<file path="config.mk">
export PLATFORM = sky130hd
export DESIGN_NAME = directory_controller_flat
export DESIGN_NICKNAME = d
export VERILOG_FILES = /design/src/rtl/directory_controller_if.sv /design/src/rtl/directory_controller.sv /design/src/flat_wrapper.sv
export SDC_FILE = /design/constraint.sdc
export NUM_CORES = 1
export LEC_CHECK = 0
export ABC_AREA = 1
export ABC_CLOCK_PERIOD_IN_PS = 3110
export CAP_MARGIN = 20
export CORE_MARGIN = 4
export CORE_UTILIZATION = 53
export CTS_CLUSTER_SIZE = 25
export DETAILED_ROUTE_END_ITERATION = 8
export PLACE_DENSITY = 0.82
export SYNTH_ARGS = -nofsm -noshare
export SYNTH_HDL_FRONTEND = slang
export SYNTH_SLANG_ARGS = --single-unit
</file>
<file path="constraint.sdc">
create_clock -name clock -period 3.11 [get_ports clock]
set_clock_uncertainty 0.1 [all_clocks]
set_input_delay 0.311 -clock clock [delete_from_list [all_inputs] [get_ports clock]]
set_output_delay 0.311 -clock clock [all_outputs]
set_load 0.02 [all_outputs]
</file>
<file path="src/rtl/directory_controller_if.sv">
// directory_controller_if: bus, invalidate, fetch and reply handshakes of the MSI home directory
interface directory_controller_if #(
    parameter int NUM_NODES = 4,
    parameter int NODE_W    = 2,
    parameter int BLOCK_W   = 3
);
    logic                 req_valid;
    logic                 req_ready;
    logic [1:0]           req_type;
    logic [NODE_W-1:0]    req_node;
    logic [BLOCK_W-1:0]   req_block;
    logic                 inv_valid;
    logic [NUM_NODES-1:0] inv_mask;
    logic                 inv_ack;
    logic                 fetch_valid;
    logic [NODE_W-1:0]    fetch_node;
    logic                 fetch_invalidate;
    logic                 fetch_ack;
    logic                 mem_wb;
    logic                 reply_valid;
    logic [NODE_W-1:0]    reply_node;
    logic                 reply_exclusive;
    logic                 reply_ready;

    modport master (
        output req_valid, req_type, req_node, req_block, inv_ack, fetch_ack, reply_ready,
        input  req_ready, inv_valid, inv_mask, fetch_valid, fetch_node, fetch_invalidate,
               mem_wb, reply_valid, reply_node, reply_exclusive
    );

    modport slave (
        input  req_valid, req_type, req_node, req_block, inv_ack, fetch_ack, reply_ready,
        output req_ready, inv_valid, inv_mask, fetch_valid, fetch_node, fetch_invalidate,
               mem_wb, reply_valid, reply_node, reply_exclusive
    );
endinterface

</file>
<file path="src/rtl/directory_controller.sv">
// directory_controller: MSI home-node directory, one request in flight, per-block state plus sharer vector
module directory_controller #(
    parameter int NUM_NODES  = 4,
    parameter int NODE_W     = 2,
    parameter int NUM_BLOCKS = 8,
    parameter int BLOCK_W    = 3
) (
    input logic clock,
    input logic reset,
    directory_controller_if.slave bus
);
    localparam logic [1:0] UNCACHED  = 2'b01;
    localparam logic [1:0] SHARED    = 2'b10;
    localparam logic [1:0] EXCLUSIVE = 2'b11;
    localparam logic [1:0] WRITE_BACK = 2'b00;
    localparam logic [1:0] READ_MISS  = 2'b01;

    typedef enum logic [2:0] {IDLE, LOOKUP, INVAL, FETCH, REPLY} ctrlState_e;

    ctrlState_e           ctrl;
    logic [1:0]           entState   [NUM_BLOCKS];
    logic [NUM_NODES-1:0] entSharers [NUM_BLOCKS];
    logic [1:0]           reqType;
    logic [NODE_W-1:0]    reqNode;
    logic [BLOCK_W-1:0]   reqBlock;
    logic [1:0]           pendState;
    logic [NUM_NODES-1:0] pendSharers;
    logic                 reqReady;
    logic                 invValid;
    logic [NUM_NODES-1:0] invMask;
    logic                 fetchValid;
    logic [NODE_W-1:0]    fetchNode;
    logic                 fetchInv;
    logic                 replyValid;
    logic [NODE_W-1:0]    replyNode;
    logic                 replyExcl;

    logic [1:0]           curState;
    logic [NUM_NODES-1:0] curSharers;
    logic [NUM_NODES-1:0] reqBit;
    logic [NUM_NODES-1:0] others;
    logic [NODE_W-1:0]    ownerId;
    logic                 isRead;
    logic                 isWb;
    logic                 wbHit;
    logic                 needFetch;
    logic                 needInval;
    logic [1:0]           nextState;
    logic [NUM_NODES-1:0] nextSharers;

    // Decode the latched request against its directory entry; only consumed in LOOKUP.
    // INVALIDATE needs no case of its own: with R a sharer it invalidates the other sharers,
    // and every other case is a write miss, which produces exactly the same actions.
    always_comb begin
        curState    = entState[reqBlock];
        curSharers  = entSharers[reqBlock];
        reqBit      = NUM_NODES'(1) << reqNode;
        others      = curSharers & ~reqBit;
        ownerId     = '0;
        for (int i = 0; i < NUM_NODES; i++)
            if (curSharers[i]) ownerId = NODE_W'(i);
        isRead      = reqType == READ_MISS;
        isWb        = reqType == WRITE_BACK;
        wbHit       = isWb && curState == EXCLUSIVE && curSharers == reqBit;
        needFetch   = curState == EXCLUSIVE && (isRead || curSharers != reqBit);
        needInval   = !isRead && curState == SHARED && others != '0;
        nextState   = isRead ? SHARED : EXCLUSIVE;
        nextSharers = isRead ? (curSharers | reqBit) : reqBit;
    end

    // Controller FSM with registered handshake outputs; the entry is committed on entry to REPLY
    always_ff @(posedge clock) begin
        if (reset) begin
            ctrl        <= IDLE;
            reqReady    <= 1'b1;
            invValid    <= 1'b0;
            invMask     <= '0;
            fetchValid  <= 1'b0;
            fetchNode   <= '0;
            fetchInv    <= 1'b0;
            replyValid  <= 1'b0;
            replyNode   <= '0;
            replyExcl   <= 1'b0;
            reqType     <= '0;
            reqNode     <= '0;
            reqBlock    <= '0;
            pendState   <= UNCACHED;
            pendSharers <= '0;
            for (int i = 0; i < NUM_BLOCKS; i++) begin
                entState[i]   <= UNCACHED;
                entSharers[i] <= '0;
            end
        end else begin
            case (ctrl)
                IDLE: if (bus.req_valid) begin
                    reqType  <= bus.req_type;
                    reqNode  <= bus.req_node;
                    reqBlock <= bus.req_block;
                    reqReady <= 1'b0;
                    ctrl     <= LOOKUP;
                end
                LOOKUP: begin
                    pendState   <= nextState;
                    pendSharers <= nextSharers;
                    replyNode   <= reqNode;
                    replyExcl   <= !isRead;
                    if (isWb) begin
                        if (wbHit) begin
                            entState[reqBlock]   <= UNCACHED;
                            entSharers[reqBlock] <= '0;
                        end
                        reqReady <= 1'b1;
                        ctrl     <= IDLE;
                    end else if (needFetch) begin
                        fetchValid <= 1'b1;
                        fetchNode  <= ownerId;
                        fetchInv   <= !isRead;
                        ctrl       <= FETCH;
                    end else if (needInval) begin
                        invValid <= 1'b1;
                        invMask  <= others;
                        ctrl     <= INVAL;
                    end else begin
                        replyValid           <= 1'b1;
                        entState[reqBlock]   <= nextState;
                        entSharers[reqBlock] <= nextSharers;
                        ctrl                 <= REPLY;
                    end
                end
                INVAL: if (bus.inv_ack) begin
                    invValid             <= 1'b0;
                    invMask              <= '0;
                    replyValid           <= 1'b1;
                    entState[reqBlock]   <= pendState;
                    entSharers[reqBlock] <= pendSharers;
                    ctrl                 <= REPLY;
                end
                FETCH: if (bus.fetch_ack) begin
                    fetchValid           <= 1'b0;
                    fetchNode            <= '0;
                    fetchInv             <= 1'b0;
                    replyValid           <= 1'b1;
                    entState[reqBlock]   <= pendState;
                    entSharers[reqBlock] <= pendSharers;
                    ctrl                 <= REPLY;
                end
                REPLY: if (bus.reply_ready) begin
                    replyValid <= 1'b0;
                    replyNode  <= '0;
                    replyExcl  <= 1'b0;
                    reqReady   <= 1'b1;
                    ctrl       <= IDLE;
                end
                default: ctrl <= IDLE;
            endcase
        end
    end

    // mem_wb is decoded rather than registered so it lands in LOOKUP (write-back) or in the
    // fetch_ack cycle, both strictly before any reply_valid of the same transaction
    assign bus.mem_wb = (ctrl == LOOKUP && wbHit) || (ctrl == FETCH && fetchValid && bus.fetch_ack);

    assign bus.req_ready        = reqReady;
    assign bus.inv_valid        = invValid;
    assign bus.inv_mask         = invMask;
    assign bus.fetch_valid      = fetchValid;
    assign bus.fetch_node       = fetchNode;
    assign bus.fetch_invalidate = fetchInv;
    assign bus.reply_valid      = replyValid;
    assign bus.reply_node       = replyNode;
    assign bus.reply_exclusive  = replyExcl;
endmodule

</file>
<file path="src/flat_wrapper.sv">
// flat-port wrapper written by rule: the top's interface ports become plain ports
module directory_controller_flat 
#(
    parameter int NUM_NODES  = 4,
    parameter int NODE_W     = 2,
    parameter int NUM_BLOCKS = 8,
    parameter int BLOCK_W    = 3
)
  (clock, reset, bus_req_valid, bus_req_type, bus_req_node, bus_req_block, bus_inv_ack, bus_fetch_ack, bus_reply_ready, bus_req_ready, bus_inv_valid, bus_inv_mask, bus_fetch_valid, bus_fetch_node, bus_fetch_invalidate, bus_mem_wb, bus_reply_valid, bus_reply_node, bus_reply_exclusive);
  directory_controller_if #(.NUM_NODES(NUM_NODES), .NODE_W(NODE_W), .BLOCK_W(BLOCK_W)) bus_i ();
  input logic clock;
  input logic reset;
  input wire logic [$bits(bus_i.req_valid)-1:0] bus_req_valid;
  input wire logic [$bits(bus_i.req_type)-1:0] bus_req_type;
  input wire logic [$bits(bus_i.req_node)-1:0] bus_req_node;
  input wire logic [$bits(bus_i.req_block)-1:0] bus_req_block;
  input wire logic [$bits(bus_i.inv_ack)-1:0] bus_inv_ack;
  input wire logic [$bits(bus_i.fetch_ack)-1:0] bus_fetch_ack;
  input wire logic [$bits(bus_i.reply_ready)-1:0] bus_reply_ready;
  output wire logic [$bits(bus_i.req_ready)-1:0] bus_req_ready;
  output wire logic [$bits(bus_i.inv_valid)-1:0] bus_inv_valid;
  output wire logic [$bits(bus_i.inv_mask)-1:0] bus_inv_mask;
  output wire logic [$bits(bus_i.fetch_valid)-1:0] bus_fetch_valid;
  output wire logic [$bits(bus_i.fetch_node)-1:0] bus_fetch_node;
  output wire logic [$bits(bus_i.fetch_invalidate)-1:0] bus_fetch_invalidate;
  output wire logic [$bits(bus_i.mem_wb)-1:0] bus_mem_wb;
  output wire logic [$bits(bus_i.reply_valid)-1:0] bus_reply_valid;
  output wire logic [$bits(bus_i.reply_node)-1:0] bus_reply_node;
  output wire logic [$bits(bus_i.reply_exclusive)-1:0] bus_reply_exclusive;
  assign bus_i.req_valid = bus_req_valid;
  assign bus_i.req_type = bus_req_type;
  assign bus_i.req_node = bus_req_node;
  assign bus_i.req_block = bus_req_block;
  assign bus_i.inv_ack = bus_inv_ack;
  assign bus_i.fetch_ack = bus_fetch_ack;
  assign bus_i.reply_ready = bus_reply_ready;
  assign bus_req_ready = bus_i.req_ready;
  assign bus_inv_valid = bus_i.inv_valid;
  assign bus_inv_mask = bus_i.inv_mask;
  assign bus_fetch_valid = bus_i.fetch_valid;
  assign bus_fetch_node = bus_i.fetch_node;
  assign bus_fetch_invalidate = bus_i.fetch_invalidate;
  assign bus_mem_wb = bus_i.mem_wb;
  assign bus_reply_valid = bus_i.reply_valid;
  assign bus_reply_node = bus_i.reply_node;
  assign bus_reply_exclusive = bus_i.reply_exclusive;
  directory_controller #(.NUM_NODES(NUM_NODES), .NODE_W(NODE_W), .NUM_BLOCKS(NUM_BLOCKS), .BLOCK_W(BLOCK_W)) u_core (.clock(clock), .reset(reset), .bus(bus_i));
endmodule
</file>
After elaboration in Yosys (flattened, before gate mapping). Memory sizes are Yosys's and may differ from the RTL's. A register that Yosys moved wholly into a read port is not among the register bits. Index checks and enable logic that the tools add are counted.

Eq/ne operators: 19. Shift operators: 1. Muxes and demuxes: 85. Bitwise gates (word level): 9. Reduce and logical (&&, ||, !) cells: 28.

Operator list (number): $mux 1 (43); $mux 3 (13); $mux 4 (9); $mux 2 (10); $pmux 3 s5 (1); $ne 2x2->1 const B (7); $reduce_and 4->1 (3); $logic_and 1x1->1 (8); $pmux 1 s2 (4); $pmux 2 s2 (2); $pmux 4 s2 (1); $reduce_bool 4->1 (2); $reduce_and 7->1 (1); $eq 3x2->1 const B (2); $ne 2x1->1 const B (3); $or 1x1->1 (6); $reduce_bool 2->1 (3); $reduce_and 5->1 (1); $and 4x4->4 (1); $eq 2x2->1 const B (2); $eq 4x4->1 (1); $ne 4x4->1 (1); $not 4->4 (1); $or 4x4->4 (1); other kinds (14) (16).

Bits in registers: 30. Memory bits (writable): 48. Bits of input ports: 13. Output and inout port bits: 15. Word-level logic and storage cells: 159. Memories kept: 2.

Memories: u_core.entSharers (depth 8, bits a word 4, read ports 1, clocked after memory_dff 1, write ports 8, RTL line directory_controller.sv:22) `logic [NUM_NODES-1:0] entSharers [NUM_BLOCKS];`; u_core.entState (depth 8, bits a word 2, read ports 1, clocked after memory_dff 1, write ports 8, RTL line directory_controller.sv:21) `logic [1:0] entState [NUM_BLOCKS];`.

Longest topological paths before layout. Gate-level depths: netlist (run 1).

Depth in word-level cells: 16. Depth in mapped cells: 20. Mapped depth without buffers: 18.

Worst setup path before layout (run 1). Ideal clock, no wire load.

Kind: reg2reg. From: register (tool-made name). To: memory u_core.entSharers[0][0], enable pin. Library setup time: 0.318 ns. Data arrival time: 2.465 ns. Required time: 2.692 ns. Slack: 0.227 ns. Cell stages (with the launch flop): 19. Buffers on the path: 3. Clock period less this slack: 2.883 ns. Cell sequence: dfxtp_1 buf_6 buf_4 buf_2 o21ai_0 o22ai_1 inv_1 o21ai_0 inv_1 ha_1 nor2_1 nand2_1 inv_1 nand2_1 nand3_2 nand3_4 nand2_4 nand3_1 nand2_1.

RTL lines (RTL line): to (decl) (directory_controller.sv:22).

==> run metrics, run 1 <==
status=complete, no violations; Routed wire per std cell=15.71 um; Crit path max-delay family=simple AND/OR/NAND/NOR gates; Register-to-Register Path Depth=15; Max-Cap Viols=0; kind of critical path=reg2reg; Pint=2.277 mW; Initial Util=55.26%; post-synth top area share=35.39%; area grow syn2layout=18.40%; DR vias=3520; initial antenna violation count=0; Die X=95.66 um; port bufs=27; clk sinks=81; Routed Antenna Nets=0; Nets=548; row count=31; CP Depth=15; Critical Path AT=2.87 ns; Syn Nets=507; CP bufs+invs=2; overall die area=9151 sq um; Slew HR=55.60%; Final Slew Violations=0; Detail Placement HPWL=7105 um; vias in the first global route=3265; Layout Cells excl Fill=631; Top cell by count, worst path=nand2_1; hold_sp=u_core.bus.fetch_invalidate; Seq cells post-synth=81; Cells after DPL=614; hold path depth=2; post-synth cell types=30; # IOs=28; ant diodes=0; worst slew pin tran=0.6652 ns; Global Route Usage Sum=22.87%; Crit-path slowest cell=dfxtp_4; Seq/Total Area, Yosys=51.61%; H-tree levels=3; hold endpoint=u_core.bus.fetch_invalidate; PwrDens=755.1 nW/um^2; vias per inst=5.578; area leader, netlist=edfxtp_1; Pwr Total=3.641 mW; first-pass GRT wire length=15640 um; clock power share=25.0%; Req. time, crit path=3.05 ns; crit start category=flip-flop; crit-path cells=buf_6, o21ai_0, o22ai_1, nand2_1, o21a_1, ha_1, nor2_1, nand2_1, nor2_1, nand3_1, nand2_1, inv_1, nand2_8, nand3_1, nand2_1; Multi-input gate area=1684 sq um; total CTS buffers=9; combinational power share=36.7%; CP max stage delay=0.43 ns; Hold Vio Cnt, Final=0; filler cell count=613; GPL Wtd Cong=0.9750; Placeable Area=7370 sq um; Synth Instances=486; # DRC=0; Worst Path Max Fanout=17; grt total ovfl=0; clock-pin transition on the worst setup and hold timing paths=0.08 ns; LEAKAGE=2.028 nW; Max Freq=341.2 MHz; r2r endpoint=u_core.entState[6][0]; die height=95.66 um; Mapped Area=4073 sq um; TritonCTS clock tree=built; worst vdd ir=0.4716 mV; setup tns final=0 ns; R2R setup slack=0.18 ns; CTS root buf=clkbuf_8; Register Area=2110 sq um; post-route clock period utilization=94.23%; Psw=1.365 mW; Pre-antenna DRT Iters=5; WL final=9914 um; nature of the critical path endpoint=flip-flop; Skew-Pair Late Insertion Delay=0.35 ns; switch share=37.47%; setup violators final=0; Warnings, synthesis=0; Mean Syn Cell Area=8.380 sq um; Synth area leaders=edfxtp_1, dfxtp_1, nand2_1; clock buffer depth=2; largest net degree at the start of global routing=20; worst min path class=reg2reg; Final Critical Period=2.930 ns; Seq pwr share=38.3%; Starting DRT DRC Count=369; share of cells above drive strength 1=12.41%
-- logic make-up after synthesis --
logic type | after synthesis | share of synthesized area (%)
flops | 81 | 51.61
fa+ha+maj | 8 | 2.458
buf+inv | 80 | 7.988
compound gates | 113 | 14.84
simple gates | 204 | 23.10
-- registers in the layout (all words and copies together) (netlist names), named ones only --
| register | flops |
|---|---|
| u_core.reqBlock | 3 |
| u_core.entState | 16 |
| u_core.bus.fetch_valid | 1 |
| u_core.bus.inv_mask | 4 |
| u_core.bus.reply_node | 2 |
| u_core.pendState | 2 |
| u_core.bus.req_ready | 1 |
| u_core.reqType | 2 |
| u_core.bus.fetch_node | 2 |
| u_core.bus.reply_exclusive | 1 |
| u_core.reqNode | 2 |
| u_core.entSharers | 32 |
| u_core.bus.inv_valid | 1 |
| u_core.ctrl | 3 |
| u_core.bus.fetch_invalidate | 1 |
| u_core.pendSharers | 4 |
| u_core.bus.reply_valid | 1 |
-- per-layer routing --
layer  part of all wire [%]  track usage [%]
met5                      0                0
met2                     47            35.15
met1                     41            30.44
met4                    3.5            11.97
met3                    9.1            4.657
-- Yosys cell counts --
library cell and instances:
a211o_1 1, a21boi_4 1, a21oi_1 62, a31oi_1 3, buf_2 3, buf_4 1, buf_6 2, clkbuf_1 8
dfxtp_1 33, edfxtp_1 48, ha_1 8, inv_1 62, inv_2 3, inv_4 1, nand2_1 99, nand2_2 5
nand2_4 6, nand3_1 31, nand3_2 1, nand3_4 2, nor2_1 54, nor2_2 1, nor2_4 1, nor2_8 2
nor3_1 2, o211ai_1 2, o21a_1 2, o21ai_0 34, o21ai_1 2, o22ai_1 6
-- worst reg2reg max path, stage by stage, from the launching register on --
cell and delay (ns):
dfxtp_4 0.43, buf_6 0.18, o21ai_0 0.11, o22ai_1 0.21
nand2_1 0.07, o21a_1 0.15, ha_1 0.30, nor2_1 0.11
nand2_1 0.08, nor2_1 0.11, nand3_1 0.11, nand2_1 0.08
inv_1 0.09, nand2_8 0.11, nand3_1 0.11, nand2_1 0.26
-- placed cells by master (no fill, tap or decap), drive strengths merged, types with 2 or more instances in the layout --
cell type	instances
nor2	58
clkbuf	10
buf	17
nand2	110
a31oi	3
a21oi	62
clkinv	3
o211ai	2
o22ai	6
clkdlybuf4s50	26
bufinv	3
edfxtp	48
nand3	34
dfxtp	33
ha	8
nor3	2
inv	66
o21a	2
o21ai	36
-- timing repair --
| item | CTS | global route |
|---|---|---|
| setup buffers | 0 | 1 |
| resized for setup | 3 | 23 |
| pin swaps | 0 | 2 |
| setup endpoints to repair | 72 | 97 |
| hold buffers | 0 | 0 |
-- stage by stage --
step	cell area, sq um	setup slack [ns]	hold slack [ns]	util [%]
floorplan	4073	0.2266	0.3369	-
global placement	4512	-0.08261	0.3462	61.22
finish	4822	0.1796	0.3648	65.43
CTS	4756	0.01601	0.3672	64.53
detailed placement	4512	-0.06707	0.3518	61.22
global route	4822	-0.005971	0.3924	65.43
-- worst max path at each step --
stage                                          to  slack, ns
after detailed placement    u_core.entState[2][1]      -0.07
after global routing      u_core.entSharers[1][3]     -0.006
after CTS                              bus_mem_wb       0.02
after global placement    u_core.entSharers[5][0]      -0.08
final                       u_core.entState[6][0]       0.18
after floorplan           u_core.entSharers[0][0]       0.23
-- area by class of cell --
class                           instances  share of cell area (%)
Inverter                               66                   5.345
Tap cell                               99                   2.569
Timing Repair Buffer                   44                   8.381
Sequential cell                        81                   43.75
Multi-Input combinational cell        325                   34.92
Clock buffer                            9                   2.569
Clock inverter                          7                   2.465
-- power groups by stage --
stage                     clock [mW]  sequential (mW)  combinational [mW]
after global routing           0.958             1.41                1.51
after global placement             0             1.40                1.24
after CTS                      0.909             1.39                1.28
after detailed placement           0             1.41                1.27
final                          0.909             1.39                1.34
after floorplan                    0             1.41               0.909
Note: power is estimated with default switching activity, not from simulation.
==> run 2: changes to the inputs <==
--- a/config.mk
+++ b/config.mk
@@ -10,9 +10,10 @@
 export CAP_MARGIN = 20
 export CORE_MARGIN = 4
 export CORE_UTILIZATION = 53
+export CTS_CLUSTER_DIAMETER = 120
 export CTS_CLUSTER_SIZE = 25
 export DETAILED_ROUTE_END_ITERATION = 8
-export PLACE_DENSITY = 0.82
+export PLACE_DENSITY = 0.76
 export SYNTH_ARGS = -nofsm -noshare
 export SYNTH_HDL_FRONTEND = slang
 export SYNTH_SLANG_ARGS = --single-unit
==> run metrics, run 2 (synthesis results as in run 1) <==
status=complete, no violations (unchanged); Area after DPL=4509 sq um (was 4512 sq um); Reg with most FFs=u_core.entSharers (unchanged); r2r endpoint=u_core.entState[5][0] (was u_core.entState[6][0]); GPL Wtd Cong=1.001 (was 0.9750); overall die area=9151 sq um (unchanged); # IOs=28 (unchanged); Register Area=2105 sq um (was 2110 sq um); Post-CTS Hold Fix Bufs=0 (unchanged); first-pass GRT wire length=15320 um (was 15640 um); nature of the critical path endpoint=flip-flop (unchanged); LEAKAGE=2.022 nW (was 2.028 nW); PwrDens=725.9 nW/um^2 (was 755.1 nW/um^2); clock buffer depth=2 (unchanged); TritonCTS clock tree=built (unchanged); vias in the first global route=3143 (was 3265); largest net degree at the start of global routing=26 (was 20); worst vdd ir=0.4961 mV (was 0.4716 mV); WL final=9889 um (was 9914 um); Critical Path AT=2.95 ns (was 2.87 ns); Pint=2.151 mW (was 2.277 mW); Req. time, crit path=3.11 ns (was 3.05 ns); Nets=548 (unchanged); DR vias=3455 (was 3520); Max-Cap Viols=0 (unchanged); area grow syn2layout=18.34% (was 18.40%); Global Route Usage Sum=22.41% (was 22.87%); port bufs=27 (unchanged); top flop regs=u_core.entSharers x32, u_core.entState x16 (unchanged); die height=95.66 um (unchanged); crit start category=flip-flop (unchanged); Detail Placement HPWL=6889 um (was 7105 um); worst slew pin tran=0.7467 ns (was 0.6652 ns); Register-to-Register Path Depth=18 (was 15); ant diodes=0 (unchanged); grt total ovfl=0 (unchanged); filler cell count=623 (was 613); Max Freq=338.5 MHz (was 341.2 MHz); Routed Antenna Nets=0 (unchanged); hold path depth=2 (unchanged); worst min path class=reg2reg (unchanged); post-route clock period utilization=94.99% (was 94.23%); H-tree levels=3 (unchanged); clk sinks=81 (unchanged); share of cells above drive strength 1=12.78% (was 12.41%); most frequent cells in the layout=nand2_1, inv_1, a21oi_1 (unchanged); commonest non-fill, non-tap cell in the layout=nand2_1 (unchanged); initial antenna violation count=0 (unchanged); vias per inst=5.475 (was 5.578); Design Area, Final=4820 sq um (was 4822 sq um); setup violators final=0 (unchanged); total CTS buffers=9 (unchanged); Final Critical Period=2.954 ns (was 2.930 ns); Multi-input gate area=1699 sq um (was 1684 sq um); Starting DRT DRC Count=461 (was 369); CTS root buf=clkbuf_8 (unchanged); R2R setup slack=0.16 ns (was 0.18 ns); Die X=95.66 um (unchanged); row count=31 (unchanged); Placeable Area=7370 sq um (unchanged); Pwr Total=3.498 mW (was 3.641 mW); Seq pwr share=39.6% (was 38.3%); hold_sp=u_core.bus.fetch_invalidate (unchanged); Final Slew Violations=0 (unchanged); clock-pin transition on the worst setup and hold timing paths=0.07 ns (was 0.08 ns); clock power share=21.2% (was 25.0%); Setup WS post-layout=0.1558 ns (was 0.1796 ns); Hold Vio Cnt, Final=0 (unchanged); hold endpoint=u_core.bus.fetch_invalidate (unchanged); Slew HR=50.17% (was 55.60%); combinational power share=39.2% (was 36.7%); Pre-antenna DRT Iters=6 (was 5); Initial Util=55.26% (unchanged); Psw=1.348 mW (was 1.365 mW); Skew-Pair Late Insertion Delay=0.36 ns (was 0.35 ns); max reg flops=32 (unchanged); dpl ws=0.04208 ns (was -0.06707 ns); # DRC=0 (unchanged); Worst Path Max Fanout=24 (was 17); Routed wire per std cell=15.67 um (was 15.71 um); kind of critical path=reg2reg (unchanged); switch share=38.53% (was 37.47%); setup tns final=0 ns (unchanged)
## run 2: cell count changes in the layout (fill, tap and decap cells not counted), moves of 3 or more
cell / delta
clkbuf_1: +3
nand2_1: -4
nand2_2: +3
bufinv_16: -3
## run 2: repair_timing
action | CTS | global route
gates resized for setup | 4 | 27
setup buffers | 0 | 2
cloned | 0 | 1
pin swaps | 0 | 2
endpoints found under the setup margin | 1 | 95
## run 2: power by group through the flow
stage               registers [mW]  logic, mW  clock network, mW
floorplan                     1.41      0.909                  0
global placement              1.40       1.24                  0
detailed placement            1.40       1.26                  0
CTS                           1.38       1.27              0.748
global route                  1.40       1.53              0.796
finish                        1.39       1.37              0.741
## run 2: through the flow
stage               instances  hold WS, ns  utilization (%)
CTS                       628       0.3651            63.89
global placement          612       0.3474            61.19
finish                    631       0.3620            65.40
global route              631       0.3866            65.40
detailed placement        612       0.3536            61.19
floorplan                 486       0.3369                -
## run 2: how the worst max path moves through the flow
stage	start	end	slack (ns)	depth (start not counted)
floorplan	flip-flop	u_core.entSharers[0][0]	0.23	18
global placement	flip-flop	bus_mem_wb	0.10	12
detailed placement	flip-flop	u_core.entSharers[4][0]	0.04	15
CTS	flip-flop	bus_mem_wb	0.03	14
global route	flip-flop	u_core.entSharers[3][3]	-0.02	17
finish	flip-flop	u_core.entState[5][0]	0.16	18
## run 2: area by class of cell
type,count,share of cell area [%]
Sequential cell,81,43.67
Timing Repair Buffer,44,9.008
Multi-Input combinational cell,325,35.25
Tap cell,99,2.570
Clock inverter,1,0.1558
Inverter,66,5.452
Clock buffer,15,3.894
## run 2: critical path, stage by stage, from the launching register on
cell      delay (ns)
dfxtp_2         0.39
buf_12          0.16
clkinv_8        0.10
nor2_1          0.15
o22ai_2         0.13
nand2_1         0.07
o21a_1          0.19
ha_1            0.25
nor2_1          0.10
nand2_1         0.07
nor2_1          0.11
nand3_1         0.13
nand2_1         0.08
inv_1           0.09
nand2_8         0.12
nand3_1         0.11
buf_4           0.22
inv_1           0.06
nand2_1         0.05
## run 2: routing by layer
layer | global-route usage [%] | vias to the layer above | wire [um]
li1 | - | 1691 | -
met1 | 31.30 | 1588 | 4317
met2 | 35.03 | 156 | 4736
met3 | 3.552 | 20 | 622
met4 | 8.649 | 0 | 212
met5 | 0 | - | 0
==> run 3: changes to the inputs <==
--- a/config.mk
+++ b/config.mk
@@ -6,14 +6,14 @@
 export NUM_CORES = 1
 export LEC_CHECK = 0
 export ABC_AREA = 1
-export ABC_CLOCK_PERIOD_IN_PS = 3110
+export ABC_CLOCK_PERIOD_IN_PS = 3000
 export CAP_MARGIN = 20
 export CORE_MARGIN = 4
-export CORE_UTILIZATION = 53
+export CORE_UTILIZATION = 59
 export CTS_CLUSTER_DIAMETER = 120
 export CTS_CLUSTER_SIZE = 25
 export DETAILED_ROUTE_END_ITERATION = 8
-export PLACE_DENSITY = 0.76
+export PLACE_DENSITY = 0.8
 export SYNTH_ARGS = -nofsm -noshare
 export SYNTH_HDL_FRONTEND = slang
 export SYNTH_SLANG_ARGS = --single-unit
==> constraint.sdc (replaced) <==
create_clock -name clock -period 3 [get_ports clock]
set_clock_uncertainty 0.1 [all_clocks]
set_input_delay 0.3 -clock clock [delete_from_list [all_inputs] [get_ports clock]]
set_output_delay 0.3 -clock clock [all_outputs]
set_load 0.02 [all_outputs]
==> run metrics, run 3 (synthesis results as in run 1) <==
worst vdd ir=0.4686 mV (was 0.4961 mV); Slew HR=46.42% (was 50.17%); CP max stage delay=0.41 ns (was 0.39 ns); Seq pwr share=37.7% (was 39.6%); CP Depth=18 (unchanged); worst min path class=reg2reg (unchanged); Max-Cap Viols=0 (unchanged); Worst Path Max Fanout=8 (was 24); port bufs=27 (unchanged); Cells after DPL=600 (was 612); initial antenna violation count=0 (unchanged); hold path depth=2 (unchanged); ant diodes=0 (unchanged); grt total ovfl=0 (unchanged); post-route clock period utilization=97.99% (was 94.99%); GPL Wtd Cong=0.9306 (was 1.001); LEAKAGE=2.056 nW (was 2.022 nW); die height=91.09 um (was 95.66 um); Initial Util=60.28% (was 55.26%); clk sinks=81 (unchanged); Placeable Area=6756 sq um (was 7370 sq um); Global Route Usage Sum=25.26% (was 22.41%); total CTS buffers=9 (unchanged); nature of the critical path endpoint=flip-flop (unchanged); Starting DRT DRC Count=490 (was 461); vias in the first global route=3252 (was 3143); max reg flops=32 (unchanged); CP bufs+invs=5 (unchanged); Routed Antenna Nets=0 (unchanged); row count=30 (was 31); worst slew pin tran=0.8029 ns (was 0.7467 ns); Pre-antenna DRT Iters=6 (unchanged); crit start category=flip-flop (unchanged); Final Critical Period=2.940 ns (was 2.954 ns); H-tree levels=3 (unchanged); Layout Utilization=72.35% (was 65.40%); commonest non-fill, non-tap cell in the layout=nand2_1 (unchanged); Top cell by count, worst path=nand2_1 (unchanged); combinational power share=39.5% (was 39.2%); Skew-Pair Late Insertion Delay=0.36 ns (about the same); top flop regs=u_core.entSharers x32, u_core.entState x16 (unchanged); Final Slew Violations=0 (unchanged); Nets=555 (was 548); TritonCTS clock tree=built (unchanged); Req. time, crit path=3.01 ns (was 3.11 ns); # DRC=0 (unchanged); status=complete, no violations (unchanged); Crit-path slowest cell=dfxtp_4 (was dfxtp_2); Hold Vio Cnt, Final=0 (unchanged); Post-CTS Hold Fix Bufs=0 (unchanged); crit-path cells=buf_4, o21ai_0, o22ai_1, nand2_1, o21ai_2, inv_1, ha_1, nor2_1, nand2_1, inv_1, nand2_1, nand3_4, nand3_4, nand2_8, nand3_1, buf_6, inv_1, nand2_1 (was buf_12, clkinv_8, nor2_1, o22ai_2, nand2_1, o21a_1, ha_1, nor2_1, nand2_1, nor2_1, nand3_1, nand2_1, inv_1, nand2_8, nand3_1, buf_4, inv_1, nand2_1); Die X=91.09 um (was 95.66 um); Max Freq=340.2 MHz (was 338.5 MHz); Psw=1.481 mW (was 1.348 mW); clock power share=22.8% (was 21.2%); overall die area=8296 sq um (was 9151 sq um); most frequent cells in the layout=nand2_1, inv_1, a21oi_1 (unchanged); Routed wire per std cell=17.14 um (was 15.67 um); Detail Placement HPWL=7388 um (was 6889 um); Register-to-Register Path Depth=18 (unchanged); switch share=39.00% (was 38.53%); PwrDens=776.7 nW/um^2 (was 725.9 nW/um^2); area grow syn2layout=20.03% (was 18.34%); RSZ-0062 raised after global routing=yes; first-pass GRT wire length=16170 um (was 15320 um); Critical Path AT=2.95 ns (about the same); Pint=2.316 mW (was 2.151 mW); setup violators final=0 (unchanged); Crit path max-delay family=simple AND/OR/NAND/NOR gates (unchanged); DR vias=3638 (was 3455); WL final=10610 um (was 9889 um); largest net degree at the start of global routing=22 (was 26); clock buffer depth=2 (unchanged); Reg with most FFs=u_core.entSharers (unchanged); clock-pin transition on the worst setup and hold timing paths=0.08 ns (was 0.07 ns); kind of critical path=reg2reg (unchanged); CTS root buf=clkbuf_8 (unchanged); share of cells above drive strength 1=15.40% (was 12.78%); vias per inst=5.877 (was 5.475); Layout Cells excl Fill=619 (was 631); # IOs=28 (unchanged)
-- run 3: cell types whose count changed in the layout (fill, tap and decap cells not counted), moves of 3 or more --
cell	before	now
o21ai_0	29	33
buf_6	3	8
o21ai_1	4	1
nand3_1	30	24
nand3_2	2	7
buf_4	12	15
-- run 3: metal layers --
metal / global-route usage (%) / part of all wire, % / vias to the layer above
li1: - / - / 1709
met1: 35.44 / 41 / 1710
met2: 38.93 / 47 / 192
met3: 4.805 / 9.6 / 27
met4: 9.548 / 2.7 / 0
met5: 0 / 0 / -
-- run 3: path summary, 6_finish.rpt --
| path | slack, ns | startpoint | endpoint |
|---|---|---|---|
| setup / recovery | 0.06 | flip-flop | u_core.entState[0][0] |
| hold / removal | 0.36 | u_core.bus.reply_exclusive | u_core.bus.reply_exclusive |
| setup reg to reg | 0.06 | flip-flop | u_core.entState[0][0] |
| hold reg to reg | 0.36 | u_core.bus.reply_exclusive | u_core.bus.reply_exclusive |
-- run 3: worst register-to-register path: stages (launching register included) --
cell and delay (ns):
dfxtp_4 0.41, buf_4 0.16, o21ai_0 0.10, o22ai_1 0.21, nand2_1 0.09, o21ai_2 0.08
inv_1 0.07, ha_1 0.29, nor2_1 0.10, nand2_1 0.09, inv_1 0.06, nand2_1 0.09
nand3_4 0.12, nand3_4 0.14, nand2_8 0.15, nand3_1 0.14, buf_6 0.20, inv_1 0.05
nand2_1 0.04
-- run 3: metrics by stage --
step                hold slack (ns)  TNS (ns)  worst slack, ns  area (sq um)  power (mW)
detailed placement           0.3514         0          0.01713          4526       2.820
finish                       0.3621         0          0.06038          4888       3.797
floorplan                    0.3369         0           0.1166          4073       2.404
global route                 0.3807    -1.686         -0.08638          4888       4.011
CTS                          0.3635         0         0.008735          4747       3.686
global placement             0.3465         0          0.05673          4526       2.785
-- run 3: area by class of cell --
cell class                      count  area [sq um]
Clock buffer                       11         131.4
Sequential cell                    81          2110
Fill cell                         513          1868
Tap cell                           80         100.1
Timing Repair Buffer               51         473.0
Inverter                           66         252.7
Multi-Input combinational cell    325          1742
Clock inverter                      5         80.08
-- run 3: power groups by stage --
stage	registers (mW)	logic, mW	clock network (mW)
floorplan	1.46	0.943	0
global placement	1.45	1.34	0
detailed placement	1.45	1.37	0
CTS	1.43	1.39	0.869
global route	1.45	1.64	0.930
finish	1.43	1.50	0.865
-- run 3: timing repair --
item | CTS | global route
endpoints found under the setup margin | 1 | 97
pin swaps | 0 | 4
resized for setup | 4 | 39
buffers inserted | 1 | 2
